### src/rtl/tile_pipe_pkg.sv
// Shared types and sizing helpers for the double-buffered tile pipeline controller.
package tile_pipe_pkg;

    typedef enum logic [1:0] {
        BUF_FREE,
        BUF_LOADED,
        BUF_COMPUTED
    } buf_state_t;

    typedef enum logic {
        STG_IDLE,
        STG_RUN
    } stage_state_t;

    localparam int unsigned DEF_IMG_W  = 64;
    localparam int unsigned DEF_IMG_H  = 64;
    localparam int unsigned DEF_TILE_W = 16;
    localparam int unsigned DEF_TILE_H = 16;

    // Number of tiles along one axis.
    function automatic int unsigned tile_count(input int unsigned img, input int unsigned tile);
        return img / tile;
    endfunction

    // Coordinate width for n tiles, never narrower than one bit.
    function automatic int unsigned coord_width(input int unsigned n);
        return (n > 1) ? $clog2(n) : 1;
    endfunction

endpackage

### src/rtl/tile_pipe_overlap_ctrl_stage.sv
// One pipeline stage sequencer: IDLE/RUN handshake FSM, raster tile counter and
// registered job descriptor (start pulse, tile coordinates, buffer slot).
module tile_stage_seq
    import tile_pipe_pkg::*;
#(
    parameter int unsigned TX = 4,
    parameter int unsigned TY = 4,
    parameter int unsigned XW = 2,
    parameter int unsigned YW = 2
) (
    input  logic          clk,
    input  logic          rst,
    input  logic          clear,      // frame start accepted: re-arm after a finished frame
    input  logic          enable,     // busy and the slot of the next tile is ready
    input  logic          done,
    output logic          launched,   // 1-cycle start pulse
    output logic          completed,  // done accepted this cycle
    output logic          err,        // done seen while idle
    output logic          slot,       // slot of the next tile to launch
    output logic [XW-1:0] tile_x,
    output logic [YW-1:0] tile_y,
    output logic          job_buf
);

    localparam logic [XW-1:0] XLAST = XW'(TX - 1);
    localparam logic [YW-1:0] YLAST = YW'(TY - 1);

    stage_state_t  state_q, state_d;
    logic [XW-1:0] x_q, x_d;
    logic [YW-1:0] y_q, y_d;
    logic          slot_q, slot_d;
    logic          fin_q, fin_d;   // all tiles of the frame done
    logic          launch;
    logic          is_last;

    assign is_last = (x_q == XLAST) && (y_q == YLAST);
    assign slot    = slot_q;

    // Next state: launch from IDLE, retire on done and advance the raster counter
    always_comb begin
        state_d   = state_q;
        x_d       = x_q;
        y_d       = y_q;
        slot_d    = slot_q;
        fin_d     = fin_q;
        launch    = 1'b0;
        completed = 1'b0;
        err       = 1'b0;
        if (clear) begin
            fin_d = 1'b0;
        end
        unique case (state_q)
            STG_IDLE: begin
                err = done;
                if (enable && (!fin_q || clear)) begin
                    launch  = 1'b1;
                    state_d = STG_RUN;
                end
            end
            STG_RUN: begin
                if (done) begin
                    completed = 1'b1;
                    state_d   = STG_IDLE;
                    if (is_last) begin
                        x_d    = '0;
                        y_d    = '0;
                        slot_d = 1'b0;
                        fin_d  = 1'b1;
                    end else begin
                        // Slot follows the linear tile index LSB
                        slot_d = ~slot_q;
                        if (x_q == XLAST) begin
                            x_d = '0;
                            y_d = y_q + YW'(1);
                        end else begin
                            x_d = x_q + XW'(1);
                        end
                    end
                end
            end
            default: state_d = STG_IDLE;
        endcase
    end

    // State, counter and job descriptor registers
    always_ff @(posedge clk or posedge rst) begin
        if (rst) begin
            state_q  <= STG_IDLE;
            x_q      <= '0;
            y_q      <= '0;
            slot_q   <= 1'b0;
            fin_q    <= 1'b0;
            launched <= 1'b0;
            tile_x   <= '0;
            tile_y   <= '0;
            job_buf  <= 1'b0;
        end else begin
            state_q  <= state_d;
            x_q      <= x_d;
            y_q      <= y_d;
            slot_q   <= slot_d;
            fin_q    <= fin_d;
            launched <= launch;
            if (launch) begin
                tile_x  <= x_q;
                tile_y  <= y_q;
                job_buf <= slot_q;
            end
        end
    end

endmodule

### src/rtl/tile_pipe_overlap_ctrl.sv
// Double-buffered tile pipeline controller: overlaps the fetch of tile N+1 with the
// compute/store of tile N, using two buffer slots selected by the tile index LSB.
module tile_pipe_overlap_ctrl
    import tile_pipe_pkg::*;
#(
    parameter int unsigned IMG_W  = DEF_IMG_W,
    parameter int unsigned IMG_H  = DEF_IMG_H,
    parameter int unsigned TILE_W = DEF_TILE_W,
    parameter int unsigned TILE_H = DEF_TILE_H,
    localparam int unsigned TX = tile_count(IMG_W, TILE_W),
    localparam int unsigned TY = tile_count(IMG_H, TILE_H),
    localparam int unsigned XW = coord_width(TX),
    localparam int unsigned YW = coord_width(TY)
) (
    input  logic          clk,
    input  logic          rst,
    input  logic          start,
    output logic          busy,
    output logic          frame_done,
    output logic          proto_err,
    output logic          dma_start,
    input  logic          dma_done,
    output logic [XW-1:0] dma_tile_x,
    output logic [YW-1:0] dma_tile_y,
    output logic          dma_buf,
    output logic          cmp_start,
    input  logic          cmp_done,
    output logic [XW-1:0] cmp_tile_x,
    output logic [YW-1:0] cmp_tile_y,
    output logic          cmp_buf,
    output logic          st_start,
    input  logic          st_done,
    output logic [XW-1:0] st_tile_x,
    output logic [YW-1:0] st_tile_y,
    output logic          st_buf
);

    if (IMG_W % TILE_W != 0) begin : g_bad_w
        $error("IMG_W must be a multiple of TILE_W");
    end
    if (IMG_H % TILE_H != 0) begin : g_bad_h
        $error("IMG_H must be a multiple of TILE_H");
    end

    localparam logic [XW-1:0] XLAST = XW'(TX - 1);
    localparam logic [YW-1:0] YLAST = YW'(TY - 1);

    buf_state_t slot_q [2];
    buf_state_t slot_d [2];

    logic start_acc, active, frame_end;
    logic dma_en, cmp_en, st_en;
    logic dma_cpl, cmp_cpl, st_cpl;
    logic dma_err, cmp_err, st_err;
    logic dma_slot, cmp_slot, st_slot;
    logic busy_d, proto_err_d;

    assign start_acc = start && !busy;
    // A start accepted this cycle lets the DMA launch on the same edge that raises busy
    assign active    = busy || start_acc;
    assign dma_en    = active && (slot_q[dma_slot] == BUF_FREE);
    assign cmp_en    = active && (slot_q[cmp_slot] == BUF_LOADED);
    assign st_en     = active && (slot_q[st_slot] == BUF_COMPUTED);
    assign frame_end = st_cpl && (st_tile_x == XLAST) && (st_tile_y == YLAST);

    tile_stage_seq #(.TX(TX), .TY(TY), .XW(XW), .YW(YW)) u_dma (
        .clk       (clk),
        .rst       (rst),
        .clear     (start_acc),
        .enable    (dma_en),
        .done      (dma_done),
        .launched  (dma_start),
        .completed (dma_cpl),
        .err       (dma_err),
        .slot      (dma_slot),
        .tile_x    (dma_tile_x),
        .tile_y    (dma_tile_y),
        .job_buf   (dma_buf)
    );

    tile_stage_seq #(.TX(TX), .TY(TY), .XW(XW), .YW(YW)) u_cmp (
        .clk       (clk),
        .rst       (rst),
        .clear     (start_acc),
        .enable    (cmp_en),
        .done      (cmp_done),
        .launched  (cmp_start),
        .completed (cmp_cpl),
        .err       (cmp_err),
        .slot      (cmp_slot),
        .tile_x    (cmp_tile_x),
        .tile_y    (cmp_tile_y),
        .job_buf   (cmp_buf)
    );

    tile_stage_seq #(.TX(TX), .TY(TY), .XW(XW), .YW(YW)) u_st (
        .clk       (clk),
        .rst       (rst),
        .clear     (start_acc),
        .enable    (st_en),
        .done      (st_done),
        .launched  (st_start),
        .completed (st_cpl),
        .err       (st_err),
        .slot      (st_slot),
        .tile_x    (st_tile_x),
        .tile_y    (st_tile_y),
        .job_buf   (st_buf)
    );

    // Slot lifecycle and frame-level status next state
    always_comb begin
        slot_d      = slot_q;
        busy_d      = busy;
        proto_err_d = proto_err;
        // Concurrent completions always target distinct slots
        if (dma_cpl) slot_d[dma_buf] = BUF_LOADED;
        if (cmp_cpl) slot_d[cmp_buf] = BUF_COMPUTED;
        if (st_cpl)  slot_d[st_buf]  = BUF_FREE;
        if (frame_end) begin
            busy_d = 1'b0;
        end else if (start_acc) begin
            busy_d = 1'b1;
        end
        if (start_acc) proto_err_d = 1'b0;
        if (dma_err || cmp_err || st_err) proto_err_d = 1'b1;
    end

    // Slot and status registers
    always_ff @(posedge clk or posedge rst) begin
        if (rst) begin
            slot_q[0]  <= BUF_FREE;
            slot_q[1]  <= BUF_FREE;
            busy       <= 1'b0;
            frame_done <= 1'b0;
            proto_err  <= 1'b0;
        end else begin
            slot_q[0]  <= slot_d[0];
            slot_q[1]  <= slot_d[1];
            busy       <= busy_d;
            frame_done <= frame_end;
            proto_err  <= proto_err_d;
        end
    end

endmodule

### config.mk
export PLATFORM = sky130hd
export DESIGN_NAME = tile_pipe_overlap_ctrl
export DESIGN_NICKNAME = d
export VERILOG_FILES = /design/src/rtl/tile_pipe_pkg.sv /design/src/rtl/tile_pipe_overlap_ctrl_stage.sv /design/src/rtl/tile_pipe_overlap_ctrl.sv
export SDC_FILE = /design/constraint.sdc
export NUM_CORES = 1
export LEC_CHECK = 0
export CORE_AREA = 5 5 75 63
export DETAILED_ROUTE_END_ITERATION = 8
export DIE_AREA = 0 0 80 68
export GPL_TIMING_DRIVEN = 0
export PLACE_DENSITY_LB_ADDON = 0.15
export SETUP_SLACK_MARGIN = 0.15
export SLEW_MARGIN = 20
export SYNTH_ARGS = -nofsm -noshare
export SYNTH_HDL_FRONTEND = slang
export SYNTH_SLANG_ARGS = --single-unit
### constraint.sdc
create_clock -name clk -period 1.8 [get_ports clk]
set_input_delay 0.54 -clock clk [delete_from_list [all_inputs] [get_ports clk]]
set_output_delay 0.54 -clock clk [all_outputs]
set_load 0.03 [all_outputs]
# [Word level (Yosys, flattened, before mapping)]
# Index checks and enable logic that the tools add are counted.
[op_classes] bitwise=20 n_eq_ne=10 muxes=70 n_reduce_logical=37 order_cmp=9 addsub=6
[op_table] operator="$mux 2" n=24
[op_table] operator="$mux 1" n=37
[op_table] operator="$eq 2x2->1 const B" n=9
[op_table] operator="$logic_and 1x1->1" n=15
[op_table] operator="$add 2x1->2 const B" n=6
[op_table] operator="$ge 2x2->1 const B" n=6
[op_table] operator="$mux 4" n=3
[op_table] operator="$not 1->2" n=6
[op_table] operator="$reduce_bool 2->1" n=5
[op_table] operator="$reduce_and 3->1" n=3
[op_table] operator="$demux 2 s1" n=3
[op_table] operator="$logic_or 1x1->1" n=6
[op_table] operator="$lt 2x1->1 const B" n=3
[op_table] operator="$not 1->1" n=6
[op_table] operator="$pmux 1 s2" n=3
[op_table] operator="$reduce_and 2->1" n=3
[op_table] operator="$and 2x2->2" n=2
[op_table] operator="$and 4x4->4" n=1
[op_table] operator="$logic_not 1->1" n=4
[op_table] operator="$not 2->2" n=2
[op_table] operator="$not 4->4" n=1
[op_table] operator="$or 2x2->2" n=2
[op_table] operator="$eq 2x1->1 const B" n=1
[op_table] operator="$logic_not 2->1" n=1
[totals] reg_bits=46 word_cells=184 out_inout_bits=21

# [Longest topological paths before layout]
[depth] depth_word=12 depth_mapped=4 ltp_nobuf=4

# [Cells and area by module]
# From an unflattened synthesis, not the netlist that was laid out.
[unflattened] hier_cells=159 area_unflattened_um2=2092.0
[by_module_without_submodules] module="tile_stage_seq" cells_per_inst=40 instances=3 area_per_inst_um2=579.3
[by_module_without_submodules] module="tile_pipe_overlap_ctrl" cells_per_inst=39 instances=1 area_per_inst_um2=354.1

# [Worst setup path after synthesis]
# OpenSTA, ideal clock, no wires.
[synth_timing] path_type="input port to flip-flop" start="input start" end="register u_dma.job_buf" stages=3 path_slack_ns=0.285 n_path_buf=1 arrival_ns=1.390 path_cell_list="clkbuf_2 > o221ai_2 > mux2_2"
[synth_between] elab_chain_len=6
[synth_rtl] item="start, declared" line="tile_pipe_overlap_ctrl.sv:17" source="input logic start,"
[synth_rtl] item="$logic_and 1x1->1 *" line="tile_pipe_overlap_ctrl.sv:58" source="assign start_acc = start && !busy;"
[synth_rtl] item="$logic_or 1x1->1" line="tile_pipe_overlap_ctrl.sv:60" source="assign active = busy || start_acc;"
[synth_rtl] item="$logic_and 1x1->1" line="tile_pipe_overlap_ctrl.sv:61" source="assign dma_en = active && (slot_q[dma_slot] == BUF_FREE);"
[synth_rtl] item="$logic_and 1x1->1 *" line="tile_pipe_overlap_ctrl_stage.sv:55" source="if (enable && (!fin_q || clear)) begin"
[synth_rtl] item="$mux 1 *" line="tile_pipe_overlap_ctrl_stage.sv:55"
[synth_rtl] item="$mux 1 *" line="tile_pipe_overlap_ctrl_stage.sv:52" source="unique case (state_q)"
[synth_rtl] item="end signal, assigned" line="tile_pipe_overlap_ctrl_stage.sv:107" source="job_buf <= slot_q;"
[synth_rtl] item="end, declared" line="tile_pipe_overlap_ctrl_stage.sv:22" source="output logic job_buf"
# Mark *: on every way between the ends. The rest lies on a longest branch, timed or not.
# A chain may end at the register's enable or synchronous reset.

# [Worst setup path after layout]
[layout_timing] start="register proto_err" end="output proto_err"
[layout_lines] item="start, declared" line="tile_pipe_overlap_ctrl.sv:20" source="output logic proto_err,"
[layout_lines] item="start signal, assigned" line="tile_pipe_overlap_ctrl.sv:142" source="proto_err <= proto_err_d;"
# No word-level cell between the ends.

==> out/qor.txt <==
Met2 Routed Length: 1670 µm
Pwr/cell area: 1758 nW/µm²
Die width: 80 µm
Multiplexer area fraction after synthesis: 12.05%
Min cycle time layout: 1.603 ns
Top cell type by total area after synthesis: dfrtp_1
Fill cell count: 329
Die Y: 68 µm
WL final: 3600 µm
Avg Inst Size Synth: 13.35 µm²
Compound-Gate Fraction of Synth Area: 13.96%
Met3 WL: 195 µm
Run status: finished clean
Crit Path Max Fanout: 2
Synth Register Bits: 46
Initial antenna violation count: 0
Total core area: 3994 µm²
Measured slew at the worst slew-check pin: 0.4534 ns
Final setup viols: 0
Highest Signal Layer: met4
Routed vias/inst: 5.193
Synth area leaders: dfrtp_1 59%, mux2_2 7.5%, mux2_1 4.6%
Multi-input logic area: 768.2 µm²
Fin worst setup slack: 0.1971 ns
Pwr Total: 4.163 mW
Family with the most delay on the worst path: buffers and inverters
Post-synthesis xor/xnor area fraction: 0%
Syn Inst Count: 147
Hold path cells: 2
Most common cell after layout, fill and taps aside: dfrtp_1
Synthesized-area fraction occupied by and/or/nand/nor cells: 9.305%
Hold Buf Count CTS: 0
RSZ-0062 raised after global routing: no
Max cap viols: 0
Gr usage total: 15.29%
Final GP Congestion: 0.7703
CTS buffer count: 5
Slowest cell delay on critical path: 0.41 ns
Reg-to-Reg End: u_dma.tile_y[0]
Fin crit share: 89.05%
Share of cells above drive strength 1: 19.89%
Worst EP arrival: 1.06 ns
Setup Fix Bufs, Post-CTS: 0
Nature of the critical path startpoint: register
Initial Util: 49.15%
Area growth from synthesis to layout: 20.65%
Iteration-0 DRC count of the detailed router: 52
Pin count of the biggest net entering global routing: 29
Row Count: 21
Reg-to-reg setup timing slack: 0.31 ns
H-tree levels: 2
HP Start: u_dma.fin_q
Synth Area in Adders: 3.824%
Critical Path RT: 1.26 ns
Setup Skew: 0.004722 ns
Post-synthesis sequential area ratio: 58.64%
Commonest non-fill, non-tap cells in the layout: 46 x dfrtp_1, 15 x dlygate4sd2_1, 13 x mux2_2
Yosys top cell area share: 58.64%
Final hold vios: 0
F_max: 623.9 MHz
Largest register FFs: 4
Worst min path class: register to register
Largest family of logic cells by synthesized area: compound AO/OA/AOI/OAI gates
ANT nets after route: 0
Worst-case clock buffer depth: 2
Cell area after synthesis: 1963 µm²
Vias after detailed routing: 1236
Worst-path clk slew: 0.08 ns
YS warnings: 0
DRC violations left: 0
PortBufs: 25
First-pass GRT wire length: 6265 µm
Worst r2r path cells: 3
Most flops, register: slot_q
Critical-path top delay cell: dlygate4sd2_1
1st-pass router iterations: 6
Worst setup path class: register to output port
Crit end category: output port
Post-detail-place hpwl: 2642 µm
Hold EP: u_dma.fin_q
Ant diodes: 0
Seq. cell area: 1151 µm²
Max VDD drop: 0.6875 mV
CTS tree: built
Slew headroom: 69.77%
Reg-to-Reg Start: u_dma.slot
Final #Nets: 192
Remaining global-route overflow: 0
Die ar.: 5440 µm²
Ports: 27
Leakage power: 1.159 nW
Pre-CTS setup slack: -0.06244 ns
Post-synth net total: 159
Post-DR wirelength/cell: 15.13 µm
Worst-skew pair later-pin latency: 0.29 ns
Vias in the first global route: 1237
Buf/Inv on CP: 1
Metal-1 WL: 1698 µm
CTS sink count: 46
Distinct cells, synth: 27
CTS Root Cell: clkbuf_8
Worst-path cell chain: dlygate4sd2_1
Slew Limit Fails: 0
## stage by stage
step	TNS [ns]	area, µm²	hold WS [ns]	instances	utilization, %
after floorplan	0	1963	0.4501	147	-
after global placement	-31.09	2285	0.4751	229	57.21
after detailed placement	-0.08492	2305	0.4724	230	57.71
after CTS	0	2374	0.4907	238	59.43
after global routing	0	2369	0.5200	238	59.30
final	0	2369	0.4862	238	59.30
## Yosys cell counts
master / instances
mux2_2: 13
inv_1: 9
a21o_1: 9
nor2_1: 5
mux2_1: 8
nor3_1: 7
a222oi_1: 2
nand2b_1: 2
o221ai_4: 2
clkbuf_2: 1
a22oi_1: 1
a21oi_2: 2
and2_1: 2
o221ai_2: 1
ha_1: 6
o221a_2: 1
a32o_1: 2
a211oi_1: 3
o21ai_0: 5
buf_2: 1
and3b_1: 2
nand3_1: 4
nor3b_2: 3
nand4_1: 1
nand2_1: 6
dfrtp_1: 46
a21oi_1: 3
## cell type report
class	count	share of cell area, %
tap	57	3.011
sequential	46	48.60
multi-input combinational	90	32.44
timing repair buffer	26	10.25
inverter	9	1.426
clock inverter	1	0.2113
buffer	2	0.4226
clock buffer	7	3.645
## kinds of logic after synthesis
family                     count (synthesis)
buffers and inverters                     11
AOI/OAI and AO/OA                         31
adders and majority gates                  6
muxes                                     21
and+or+nand+nor                           32
DFF                                       46
## worst min-delay path, cell delays in order (launching register included)
cell	delay [ns]
dfrtp_1	0.35
nand2_1	0.04
o21ai_0	0.06
## power by group
| part | leakage, nW | switching [mW] | total (mW) | internal, mW |
|---|---|---|---|---|
| combinational | 0.537 | 0.911 | 1.68 | 0.772 |
| sequential | 0.573 | 0.381 | 1.85 | 1.47 |
| clock | 0.0482 | 0.320 | 0.630 | 0.310 |
## repair_timing
action | in CTS | in global routing
cloned | 0 | 0
endpoints found under the setup margin | 21 | 5
endpoints found under the hold margin | 0 | 0
gates resized for setup | 24 | 6
## worst max path at each step
| stage | cells past startpoint | end | slack (ns) | start |
|---|---|---|---|---|
| after floorplan | 1 | busy | 0.17 | rst |
| after global placement | 2 | u_st.job_buf | -0.68 | rst |
| after detailed placement | 3 | u_cmp.x_q[1] | -0.06 | cmp_done |
| after CTS | 1 | st_buf | 0.08 | u_st.job_buf |
| after global routing | 1 | cmp_buf | 0.15 | u_cmp.job_buf |
| final | 1 | proto_err | 0.20 | proto_err |
## metal layers
| metal | vias to the layer above | global-route usage (%) |
|---|---|---|
| met1 | 605 | 20.61 |
| li1 | 602 | - |
| met5 | - | 0 |
| met4 | 0 | 5.696 |
| met2 | 24 | 23.24 |
| met3 | 5 | 4.868 |
(Power assumes the default switching activity.)
==> patch, RTL diff (config.mk and constraints unchanged) <==
Make the reset (`rst`) synchronous in 2 clocked blocks.
--- a/src/rtl/tile_pipe_overlap_ctrl_stage.sv
+++ b/src/rtl/tile_pipe_overlap_ctrl_stage.sv
@@ -84,5 +84,5 @@
 
     // State, counter and job descriptor registers
-    always_ff @(posedge clk or posedge rst) begin
+    always_ff @(posedge clk) begin
         if (rst) begin
             state_q  <= STG_IDLE;
--- a/src/rtl/tile_pipe_overlap_ctrl.sv
+++ b/src/rtl/tile_pipe_overlap_ctrl.sv
@@ -128,5 +128,5 @@
 
     // Slot and status registers
-    always_ff @(posedge clk or posedge rst) begin
+    always_ff @(posedge clk) begin
         if (rst) begin
             slot_q[0]  <= BUF_FREE;
Function: differs if rst is asserted again (counterexample within 4 cycles, from zero or initial values and one cycle with rst high); with rst held inactive, the same outputs for 10 cycles.
==> patch against the original RTL <==
  * Synthesized cell count grew 48%
  * Critical path depth is the same
  * First-iteration DRC count grew 140%
  * Sequential cell count is the same
  * Wire length grew 24%
  * Fmax grew 0.27%
  * Synthesized area grew 3.9%
  * Global-route usage grew 2.9 points
  * Final area grew 1.5%
  * Worst setup slack gained 4.4 ps
  * Critical path type unchanged
  * Critical endpoint is now cmp_buf
  * Highest routed layer unchanged
Power is not compared: it rests on default switching activity, and its combinational part moved more than twofold at a synthesized area within 25%.
==> patch: results (changes against the original RTL) <==
status=complete, no violations; Leak=0.0009729 uW; Longest Clk Path Bufs=2 (unchanged); initial antenna violation count=0 (unchanged); Synth top cells by count=46 x dfxtp_1, 33 x nand2b_1, 21 x mux2i_1; post-synthesis sequential area ratio=0.4515 (-0.1348); Routed WL per cell=14.69 um (-2.9%); fraction of registers with async set/reset=0 (-1.000); IO Port Bufs=23 (-8.0%); Inserted Clock Buffers=5 (unchanged); Rel. slew slack=0.7436 (+0.04584); CP arrival=1060 ps (about the same); register clock-pin slew on the reported worst setup and hold paths=80 ps (about the same); Yosys cell types=33 (+22%); worst vdd ir=0.5281 mV; Total Nets Final=260 (+35%); YS warnings=0 (unchanged); worst-skew pair later-pin latency=300 ps; Post-Syn Nets=230 (+45%); Detail Placement HPWL=3.267 mm (+24%); dpl cells=298 (+30%); first-pass GRT wire length=7.465 mm (+19%); layout cells sized above 1=0.1053 (-0.09363); delay-heaviest family, CP=flip-flops; largest net degree at the start of global routing=13 (-55%); 1st-iter DRT viols=126 (+140%); Largest register FFs=4 (unchanged); GRT Overall Usage=0.1822 (+0.02931); Non-Filler Instances=304 (+28%); RePlAce Congestion=0.7875 (+2.2%); average instance area after synthesis=9.355 sq um (-30%); DP Worst Slack=-314.0 ps (-251.5 ps); drc violations=0 (unchanged); Slowest-stage cell, CP=dfxtp_1; final clock skew=6.818 ps (+2.096 ps); CP Max Fanout=5 (+3); Slowest Stage Delay on Critical Path=430 ps (+20 ps); Vias/cell=5.316 (+2.4%); # diodes=0 (unchanged); vias in the first global route=1,491 (+21%); Area contributors post-synth=dfxtp_1 45%, mux2i_1 10%, nand2b_1 10%, a21oi_1 4.9%, ha_1 3.7%; CTS Root Cell=clkbuf_8; htree depth=2 (unchanged); Largest Register=slot_q; P_sw=464.8 uW; Hold WC Path Type=reg -> reg; TritonRoute pass-1 iters=4 (-2)
patch: per-layer routing:
layer,part of all wire,vias up,GRT usage
li1,-,810,-
met1,0.47,768,0.2472
met2,0.46,33,0.2831
met3,0.069,5,0.06184
met4,0.0065,0,0.03797
met5,0,-,0
patch: power by group through the flow:
stage                     logic (uW)  registers (uW)  clock network (uW)
after CTS                        223            1060                 631
after detailed placement         228            1080                   0
final                            221            1060                 619
after global routing             241            1060                 688
after floorplan                  144            1100                   0
after global placement           223            1080                   0
patch: path summary, 6_finish.rpt:
kind                                    from                           end  slack (ps)  depth (start not counted)
hold reg to reg        u_st.fin_q$_SDFF_PP0_         u_st.fin_q$_SDFF_PP0_         460                          2
setup reg to reg     u_dma.slot$_SDFFE_PP0N_  u_dma.tile_x[1]$_SDFFE_PP0P_         460                          4
hold / removal         u_st.fin_q$_SDFF_PP0_         u_st.fin_q$_SDFF_PP0_         460                          2
setup / recovery  u_cmp.job_buf$_SDFFE_PP0P_                       cmp_buf         200                          1
patch: per-stage QoR:
step           TNS [ps]  hold slack [ps]  power (uW)  utilization  cell area [sq um]
6_report              0            460.7        1896       0.6018               2404
3_5_place_dp      -5551            452.3        1308       0.5862               2341
4_1_cts               0            464.9        1909       0.6018               2404
2_1_floorplan         0            431.9        1240            -               2039
5_1_grt               0            485.8        1987       0.6018               2404
3_3_place_gp      -4933            448.7        1303       0.5862               2341
patch: timing repair:
action                     4_1_cts  5_1_grt
buffers inserted                 0        0
gates resized for setup         26       10
setup endpoints to repair       41        8
patch: cell type report:
type                       instances  area, sq um
clock buffer                       6        82.58
inverter                           3        11.26
buffer                            16        97.59
tap                               57        71.32
fill                             387         1590
multi-input combinational        153         1016
sequential                        46        920.9
timing repair buffer              23        203.9
patch: cells by family after synthesis:
group,Yosys count,synth area share
DFF,46,0.4515
buffers and inverters,19,0.05153
and+or+nand+nor,89,0.2350
AOI/OAI and AO/OA,37,0.1221
adders and majority gates,6,0.03681
muxes,21,0.1031
